===== src/rtl/uart_tx_sched_if.sv =====
// ----------------------------------------------------------------------------
// uart_tx_sched_if
//   Byte-request handshake between two requesters and the UART TX scheduler.
//
//   req0 / req1   : level requests, held until the matching ack pulse
//   data0 / data1 : request payload, stable while the request is high
//   ack0 / ack1   : one-clk acceptance pulse from the scheduler
//
//   master : requester side (drives req/data, receives ack)
//   slave  : scheduler side (receives req/data, drives ack)
// ----------------------------------------------------------------------------
interface uart_tx_sched_if #(
    parameter int DATA_W = 8
);
    logic              req0;
    logic [DATA_W-1:0] data0;
    logic              ack0;
    logic              req1;
    logic [DATA_W-1:0] data1;
    logic              ack1;

    modport master (
        output req0, data0, req1, data1,
        input  ack0, ack1
    );

    modport slave (
        input  req0, data0, req1, data1,
        output ack0, ack1
    );
endinterface


===== src/rtl/uart_tx_sched.sv =====
// ----------------------------------------------------------------------------
// uart_tx_sched
//   Two-requester round-robin transmit scheduler and 8N1/8N2 serializer.
//   The winning byte is framed (start, DATA_W data bits LSB first, STOP_BITS
//   stop bits) and shifted out one bit per baud tick. The baud generator's
//   rate select is only updated while idle, so a frame never changes rate.
//
//   clk      : system clock
//   n_rst    : asynchronous active-low reset
//   txen     : one-clk baud tick from the baud enable generator
//   sel_req  : requested baud rate (0 = 9600, 1 = 19200)
//   sel      : rate select to the baud enable generator (frozen mid-frame)
//   bus      : request/data/ack handshake for requesters 0 and 1
//   tx       : serial line, idle high
//   busy     : high from grant through the end of the last stop bit
//   gnt_id   : id of the current or most recent grant
// ----------------------------------------------------------------------------
module uart_tx_sched #(
    parameter int DATA_W    = 8,
    parameter int STOP_BITS = 1
) (
    input  logic           clk,
    input  logic           n_rst,
    input  logic           txen,
    input  logic           sel_req,
    output logic           sel,
    uart_tx_sched_if.slave bus,
    output logic           tx,
    output logic           busy,
    output logic           gnt_id
);

    localparam int CNT_W = (DATA_W > 1) ? $clog2(DATA_W) : 1;

    typedef enum logic [2:0] {
        S_IDLE,
        S_SYNC,
        S_START,
        S_DATA,
        S_STOP
    } state_t;

    state_t            r_state;
    logic [DATA_W-1:0] r_shift;
    logic [CNT_W-1:0]  r_bit_cnt;
    logic              r_stop_cnt;
    logic              r_tx;
    logic              r_busy;
    logic              r_ack0;
    logic              r_ack1;
    logic              r_sel;
    logic              r_gnt_id;
    logic              r_last;      // id of the last winner; 1 at reset so requester 0 wins the first tie

    logic              w_grant0;
    logic              w_grant1;

    // On a tie the requester that did not win last time is served.
    assign w_grant0 = bus.req0 && (!bus.req1 || r_last);
    assign w_grant1 = bus.req1 && (!bus.req0 || !r_last);

    // NOTE: every state register, including the shift register, sits in the
    // async reset list so a mid-frame reset drops the byte and idles the line.
    always_ff @(posedge clk or negedge n_rst) begin
        if (!n_rst) begin
            r_state    <= S_IDLE;
            r_shift    <= '0;
            r_bit_cnt  <= '0;
            r_stop_cnt <= 1'b0;
            r_tx       <= 1'b1;
            r_busy     <= 1'b0;
            r_ack0     <= 1'b0;
            r_ack1     <= 1'b0;
            r_sel      <= 1'b0;
            r_gnt_id   <= 1'b0;
            r_last     <= 1'b1;
        end else begin
            // NOTE: non-blocking throughout; the ack defaults low here and is
            // overridden only in the grant cycle, giving a one-clk pulse.
            r_ack0 <= 1'b0;
            r_ack1 <= 1'b0;

            case (r_state)
                S_IDLE: begin
                    r_sel <= sel_req;
                    if (w_grant0 || w_grant1) begin
                        r_shift  <= w_grant1 ? bus.data1 : bus.data0;
                        r_gnt_id <= w_grant1;
                        r_last   <= w_grant1;
                        r_ack0   <= w_grant0;
                        r_ack1   <= w_grant1;
                        r_busy   <= 1'b1;
                        r_state  <= S_SYNC;
                    end
                end

                // Start bit begins on a tick edge so every bit is a full tick period.
                S_SYNC: begin
                    if (txen) begin
                        r_tx    <= 1'b0;
                        r_state <= S_START;
                    end
                end

                S_START: begin
                    if (txen) begin
                        r_tx      <= r_shift[0];
                        r_shift   <= r_shift >> 1;
                        r_bit_cnt <= '0;
                        r_state   <= S_DATA;
                    end
                end

                // r_bit_cnt is the index of the bit currently on the line.
                S_DATA: begin
                    if (txen) begin
                        if (r_bit_cnt == CNT_W'(DATA_W - 1)) begin
                            r_tx       <= 1'b1;
                            r_stop_cnt <= 1'b0;
                            r_state    <= S_STOP;
                        end else begin
                            r_tx      <= r_shift[0];
                            r_shift   <= r_shift >> 1;
                            r_bit_cnt <= r_bit_cnt + 1'b1;
                        end
                    end
                end

                S_STOP: begin
                    if (txen) begin
                        if (r_stop_cnt == 1'(STOP_BITS - 1)) begin
                            r_busy  <= 1'b0;
                            r_state <= S_IDLE;
                        end else begin
                            r_stop_cnt <= r_stop_cnt + 1'b1;
                        end
                    end
                end

                default: r_state <= S_IDLE;
            endcase
        end
    end

    assign tx       = r_tx;
    assign busy     = r_busy;
    assign sel      = r_sel;
    assign gnt_id   = r_gnt_id;
    assign bus.ack0 = r_ack0;
    assign bus.ack1 = r_ack1;

endmodule


===== src/flat_wrapper.sv =====
// flat-port wrapper written by rule: the top's interface ports become plain ports
module uart_tx_sched_flat 
#(
    parameter int DATA_W    = 8,
    parameter int STOP_BITS = 1
)
  (clk, n_rst, txen, sel_req, sel, tx, busy, gnt_id, bus_req0, bus_data0, bus_req1, bus_data1, bus_ack0, bus_ack1);
  uart_tx_sched_if #(.DATA_W(DATA_W)) bus_i ();
  input  logic clk;
  input  logic n_rst;
  input  logic txen;
  input  logic sel_req;
  output logic sel;
  output logic tx;
  output logic busy;
  output logic gnt_id;
  input wire logic [$bits(bus_i.req0)-1:0] bus_req0;
  input wire logic [$bits(bus_i.data0)-1:0] bus_data0;
  input wire logic [$bits(bus_i.req1)-1:0] bus_req1;
  input wire logic [$bits(bus_i.data1)-1:0] bus_data1;
  output wire logic [$bits(bus_i.ack0)-1:0] bus_ack0;
  output wire logic [$bits(bus_i.ack1)-1:0] bus_ack1;
  assign bus_i.req0 = bus_req0;
  assign bus_i.data0 = bus_data0;
  assign bus_i.req1 = bus_req1;
  assign bus_i.data1 = bus_data1;
  assign bus_ack0 = bus_i.ack0;
  assign bus_ack1 = bus_i.ack1;
  uart_tx_sched #(.DATA_W(DATA_W), .STOP_BITS(STOP_BITS)) u_core (.clk(clk), .n_rst(n_rst), .txen(txen), .sel_req(sel_req), .sel(sel), .bus(bus_i), .tx(tx), .busy(busy), .gnt_id(gnt_id));
endmodule

===== config.mk =====
export PLATFORM = sky130hd
export DESIGN_NAME = uart_tx_sched_flat
export DESIGN_NICKNAME = d
export VERILOG_FILES = /design/src/rtl/uart_tx_sched_if.sv /design/src/rtl/uart_tx_sched.sv /design/src/flat_wrapper.sv
export SDC_FILE = /design/constraint.sdc
export NUM_CORES = 1
export LEC_CHECK = 0
export CORE_AREA = 2 2 56 58
export CTS_BUF_LIST = sky130_fd_sc_hd__clkbuf_8
export DETAILED_ROUTE_END_ITERATION = 8
export DIE_AREA = 0 0 58 60
export PLACE_DENSITY = 0.71
export SYNTH_ARGS = -nofsm -noshare
export SYNTH_HDL_FRONTEND = slang
export SYNTH_SLANG_ARGS = --single-unit

===== constraint.sdc =====
create_clock -name clk -period 1.7 [get_ports clk]
set_input_delay 0.51 -clock clk [delete_from_list [all_inputs] [get_ports clk]]
set_output_delay 0.51 -clock clk [all_outputs]
set_load 0.02 [all_outputs]

# Word level (Yosys, flattened, before mapping)
# Index checks and enable logic that the tools add are counted.
[op_classes]
mux = 36
add_sub_neg = 2
reduce_logical = 21
eq_ne = 13
[op_table]
columns = ["op", "n"]
rows = [
  ["8-bit 2-to-1 mux", 5],
  ["3-bit 2-to-1 mux", 10],
  ["8-bit case mux with 3 select lines", 1],
  ["4-bit AND reduction", 4],
  ["1-bit 2-to-1 mux", 15],
  ["3-bit case mux with 5 select lines", 1],
  ["2-bit != test (second input constant)", 6],
  ["7-bit AND reduction", 1],
  ["3-bit by 2-bit == test with 1-bit output (second input constant)", 2],
  ["3-bit == test (second input constant)", 2],
  ["3-bit case mux with 2 select lines", 1],
  ["2-bit nonzero test", 3],
  ["3-bit nonzero test", 2],
  ["5-bit AND reduction", 1],
  ["2-bit by 1-bit != test with 1-bit output (second input constant)", 2],
  ["1-bit case mux with 2 select lines", 2],
  ["3-bit by 1-bit adder with 3-bit output (second input constant)", 1],
  ["3-bit by 1-bit == test with 1-bit output (second input constant)", 1],
  ["1-bit zero test", 3],
  ["3-bit zero test", 1],
  ["1-bit logical OR", 3],
  ["1-bit case mux with 3 select lines", 1],
  ["1-bit logical AND", 2],
  ["2-bit AND reduction", 1],
  ["1-bit adder (second input constant)", 1],
]
[word_totals]
ff_bits = 22
input_bits = 22
wordCells = 83
output_inout_bits = 6

# Logic depth before layout (Yosys ltp)
[logic_depth]
ltp_word = 6
depth_mapped = 6
mapped_depth_nobuf = 5

# Least setup slack after synthesis
# No wires, ideal clock.
[synth_path]
path_kind = "reg2reg"
start = "register u_core.r_bit_cnt[0]"
end = "register u_core.r_shift[0]"
arrival_ns = 1.589
required_ns = 1.605
setup_time_ns = 0.095
synth_period_minus_slack_ns = 1.685
slack_ns = 0.015
path_stages_with_launch = 7
n_path_buf = 1
path_cell_list = "dfrtp_1 > ha_1 > ha_1 > and2_1 > clkbuf_1 > a2bb2oi_2 > o31ai_1"
[synth_between]
elab_chain_cells = 3
[synth_rtl]
columns = ["element", "line", "text"]
rows = [
  ["start, declared", "uart_tx_sched.sv:45", "logic [CNT_W-1:0] r_bit_cnt;"],
  ["start signal, assigned", "uart_tx_sched.sv:124", "r_bit_cnt <= r_bit_cnt + 1'b1;"],
  ["3-bit == test", "uart_tx_sched.sv:117", "if (r_bit_cnt == CNT_W'(DATA_W - 1)) begin"],
  ["2-bit != test (no line)", "-", ""],
  ["5-bit AND reduction (no line)", "-", ""],
  ["end signal, assigned", "uart_tx_sched.sv:87", "r_shift <= w_grant1 ? bus.data1 : bus.data0;"],
  ["end signal, assigned", "uart_tx_sched.sv:108", "r_shift <= r_shift >> 1;"],
  ["end signal, assigned", "uart_tx_sched.sv:123", "r_shift <= r_shift >> 1;"],
  ["end, declared", "uart_tx_sched.sv:44", "logic [DATA_W-1:0] r_shift;"],
]
# No other way between the ends.
# A chain may end at the register's enable or synchronous reset.

# Final worst setup path
[layout_path]
start = "input bus_req1"
end = "register u_core.r_shift[1]"
[layout_between]
elab_chain_cells = 6
word_cells_on_any_way = 10
classes_between = "1 x eq/ne; 3 x mux; 6 x reduce/logical"
[layout_rtl]
columns = ["element", "line", "text"]
rows = [
  ["start, declared", "flat_wrapper.sv:19", "input wire logic [$bits(bus_i.req1)-1:0] bus_req1;"],
  ["1-bit zero test", "uart_tx_sched.sv:59", "assign w_grant0 = bus.req0 && (!bus.req1 || r_last);"],
  ["1-bit logical OR", "uart_tx_sched.sv:59", ""],
  ["1-bit logical AND", "uart_tx_sched.sv:59", ""],
  ["1-bit logical OR", "uart_tx_sched.sv:86", "if (w_grant0 || w_grant1) begin"],
  ["2-bit by 1-bit != test with 1-bit output (no line)", "-", ""],
  ["5-bit AND reduction (no line)", "-", ""],
]
# Parallel ways exist; a longest one is shown, timed or not. The select of a mux whose other input is x is not followed.

==> flow_summary.yaml <==
setup_path:
  critPathSlowestCell: "clkdlybuf4s50_1"
  path_cells: "clkdlybuf4s50_1, a21bo_4, a221oi_1, o31ai_1"
  startpoint_type: "input pin"
  worst-path-buf-inv: 1
  required_ps: 1840
  path_max_fanout: 9
  arrival_ps: 1790
  reg2reg_slack_ps: 70
  max_stage_delay_ps: 520
  criticalPathCategory: "input pin to flop"
  crit_family: "compound AO/OA/AOI/OAI gates"
  cp-end-kind: "flop"
cells_and_area:
  drive_gt1_frac: 0.245
  fin_cells: 188
  nets: 181
  area_delta_synth_final_pct: 42.6
  num_antenna_cells: 0
synthesis:
  syn-num-nets: 145
  synth_area_um2: 1210
  synth-async-reset-ratio: 1.00
  synthXorXnorAreaFrac: 0
  yosysSeqAreaShare: 0.437
  yosys.area_share.simple: 0.197
  ys.warnings.count: 0
  synth_edf_count: 0
  synth.area.top_cells: "dfrtp_1 (39%), o221ai_1 (5.8%), a221oi_1 (5.1%)"
  yosys_most_used_dff: "dfrtp_1"
  yosysUniqueCellTypes: 33
  synth-seq-cells: 21
  syn_avg_cell_area_um2: 10.1
  synth_top_cell_by_area: "dfrtp_1"
  yosysMostFrequentCell: "dfrtp_1"
  synth_top_area_frac: 0.393
  synth_compound_area_frac: 0.285
  synthTopCellsByCount: "dfrtp_1 (19), nor2_1 (12), and2_1 (8), o221ai_1 (8), o31ai_1 (8)"
  yosys.area_share.adder: 0.0311
  synth_cells: 120
  synth_top_family_by_area: "compound AO/OA/AOI/OAI gates"
  synth_mux_area_frac: 0.00828
clocking:
  clock-sinks: 21
  clkLatencyLatePin_ps: 260
  cts_tree: "done"
  clockBufferDepth: 2
  htreeDepth: 1
  cts_made_buffers: 3
  cts_root_buf: "clkbuf_8"
  path_clk_slew_ps: 70
pwr:
  ir_drop_mv: 0.723
  p_leak_nw: 0.755
  p_per_area_nw_per_um2: 1270
  p_total_mw: 2.20
flow_run:
  drv_cap: 0
detailed_routing:
  ant_nets: 0
  drt-initial-drc-count: 36
  drc: 0
  via_per_inst: 5.84
  vias: 1097
  wirelength_mm: 2.96
  firstDrtPassIters: 4
  wl_per_cell_um: 15.7
sta:
  tightest_slew_ps: 400
  period_needed_ps: 1650
  slew_headroom: 0.733
  timing.setup.tns_ps: 0
  drv_slew: 0
  setup_viol: 0
  finalCritPeriodShare: 0.972
  fin_hold_ws_ps: 476
  hold_violations: 0
  fmax_mhz: 605
  fin_skew_ps: 3.49
min_path:
  min_path_type: "flop to flop"
grt:
  grt_pass1_vias: 1090
  grt_antenna_before_repair: 0
  grt_util_all_layers: 0.183
  overflow: 0
  grt_first_pass_wirelength_mm: 4.89
  grt_start_max_net_pins: 22
outcome:
  status: "complete, no violations"
floorplan:
  io-pin-count: 28
  die_h_um: 60
  rows: 20
  initial_core_util: 0.416
  dieArea_um2: 3480
  die_x_um: 58
  design.core.area_um2: 2900
placed_design:
  portBuffers: 27
  place_hpwl_mm: 2.04
  placed_cells: 183
  gp_congestion: 0.759
-- metal layers --
metal / share of wire / GRT usage / up-vias / wire (µm)
li1: - / - / 532 / -
met1: 0.45 / 0.252 / 517 / 1330
met2: 0.47 / 0.287 / 44 / 1400
met3: 0.067 / 0.0281 / 4 / 199
met4: 0.010 / 0.0764 / 0 / 31
met5: 0 / 0 / - / 0
-- kinds of logic (layout without fill, tap and decap cells) --
group	Yosys count	in the layout
muxes	1	1
and+or+nand+nor	42	42
buffers and inverters	9	44
AOI/OAI and AO/OA	44	44
DFF	21	21
adders and majority gates	3	3
-- worst paths after layout --
path / from / end / cells after the start
min in group asynchronous: n_rst / u_core.r_bit_cnt[1] / 2
max in group asynchronous: n_rst / u_core.r_last / 2
worst max-delay path: bus_req1 / u_core.r_shift[1] / 4
worst min-delay path: u_core.sel / u_core.sel / 2
worst max register to register: u_core.r_bit_cnt[0] / u_core.r_shift[5] / 6
worst min register to register: u_core.sel / u_core.sel / 2
-- layout make-up --
type	count	area [µm²]
fill	248	1180
multi-input combinational	90	731
clock inverter	1	3.75
timing repair buffer	40	379
clock buffer	3	41.3
tap	33	41.3
sequential	21	528
-- cell usage in the layout, fill, tap and decap left out, types with 2 or more instances in the layout --
cell type / n
a21oi_1: 6
a221oi_1: 3
a221oi_2: 3
a22o_1: 5
and2_1: 7
buf_4: 12
clkbuf_8: 3
clkdlybuf4s50_1: 20
dfrtp_1: 19
dfstp_2: 2
dlygate4sd2_1: 5
dlymetal6s2s_1: 2
ha_1: 2
nand2_1: 6
nand2b_1: 5
nor2_1: 11
o21ai_1: 4
o221ai_1: 7
o31ai_1: 4
o31ai_2: 3
-- worst register-to-register path: cells and delay by family, from the launching register on --
kind | cells | cell delay [ps]
DFF | 1 | 400
adders and majority gates | 2 | 390
and+or+nand+nor | 1 | 170
AOI/OAI and AO/OA | 2 | 420
buffers and inverters | 1 | 150
-- repair_timing --
action	4_1_cts	5_1_grt
hold buffers	0	0
pin swaps	0	1
endpoints found under the setup margin	7	9
resized for setup	7	19
buffers inserted	1	1
-- metrics by stage --
stage | instance area, µm² | util | worst slack [ps]
floorplan | 1210 | - | 15.2
global placement | 1560 | 0.537 | -213
detailed placement | 1560 | 0.537 | -274
CTS | 1610 | 0.555 | 3.76
global route | 1720 | 0.594 | -7.81
finish | 1720 | 0.594 | 48.4
-- registers in the layout, indices dropped and copies added, names as in the netlist --
name / cells
u_core.tx: 1
u_core.r_last: 1
u_core.r_bit_cnt: 3
u_core.bus.ack1: 1
u_core.busy: 1
u_core.r_state: 3
u_core.bus.ack0: 1
u_core.sel: 1
u_core.r_shift: 8
u_core.gnt_id: 1
-- report_power, final --
part	switching, mW	total (mW)	internal (mW)
clock	0.165	0.326	0.161
sequential	0.150	0.839	0.689
combinational	0.532	1.03	0.500
No activity file was read; power rests on OpenSTA's default activity.
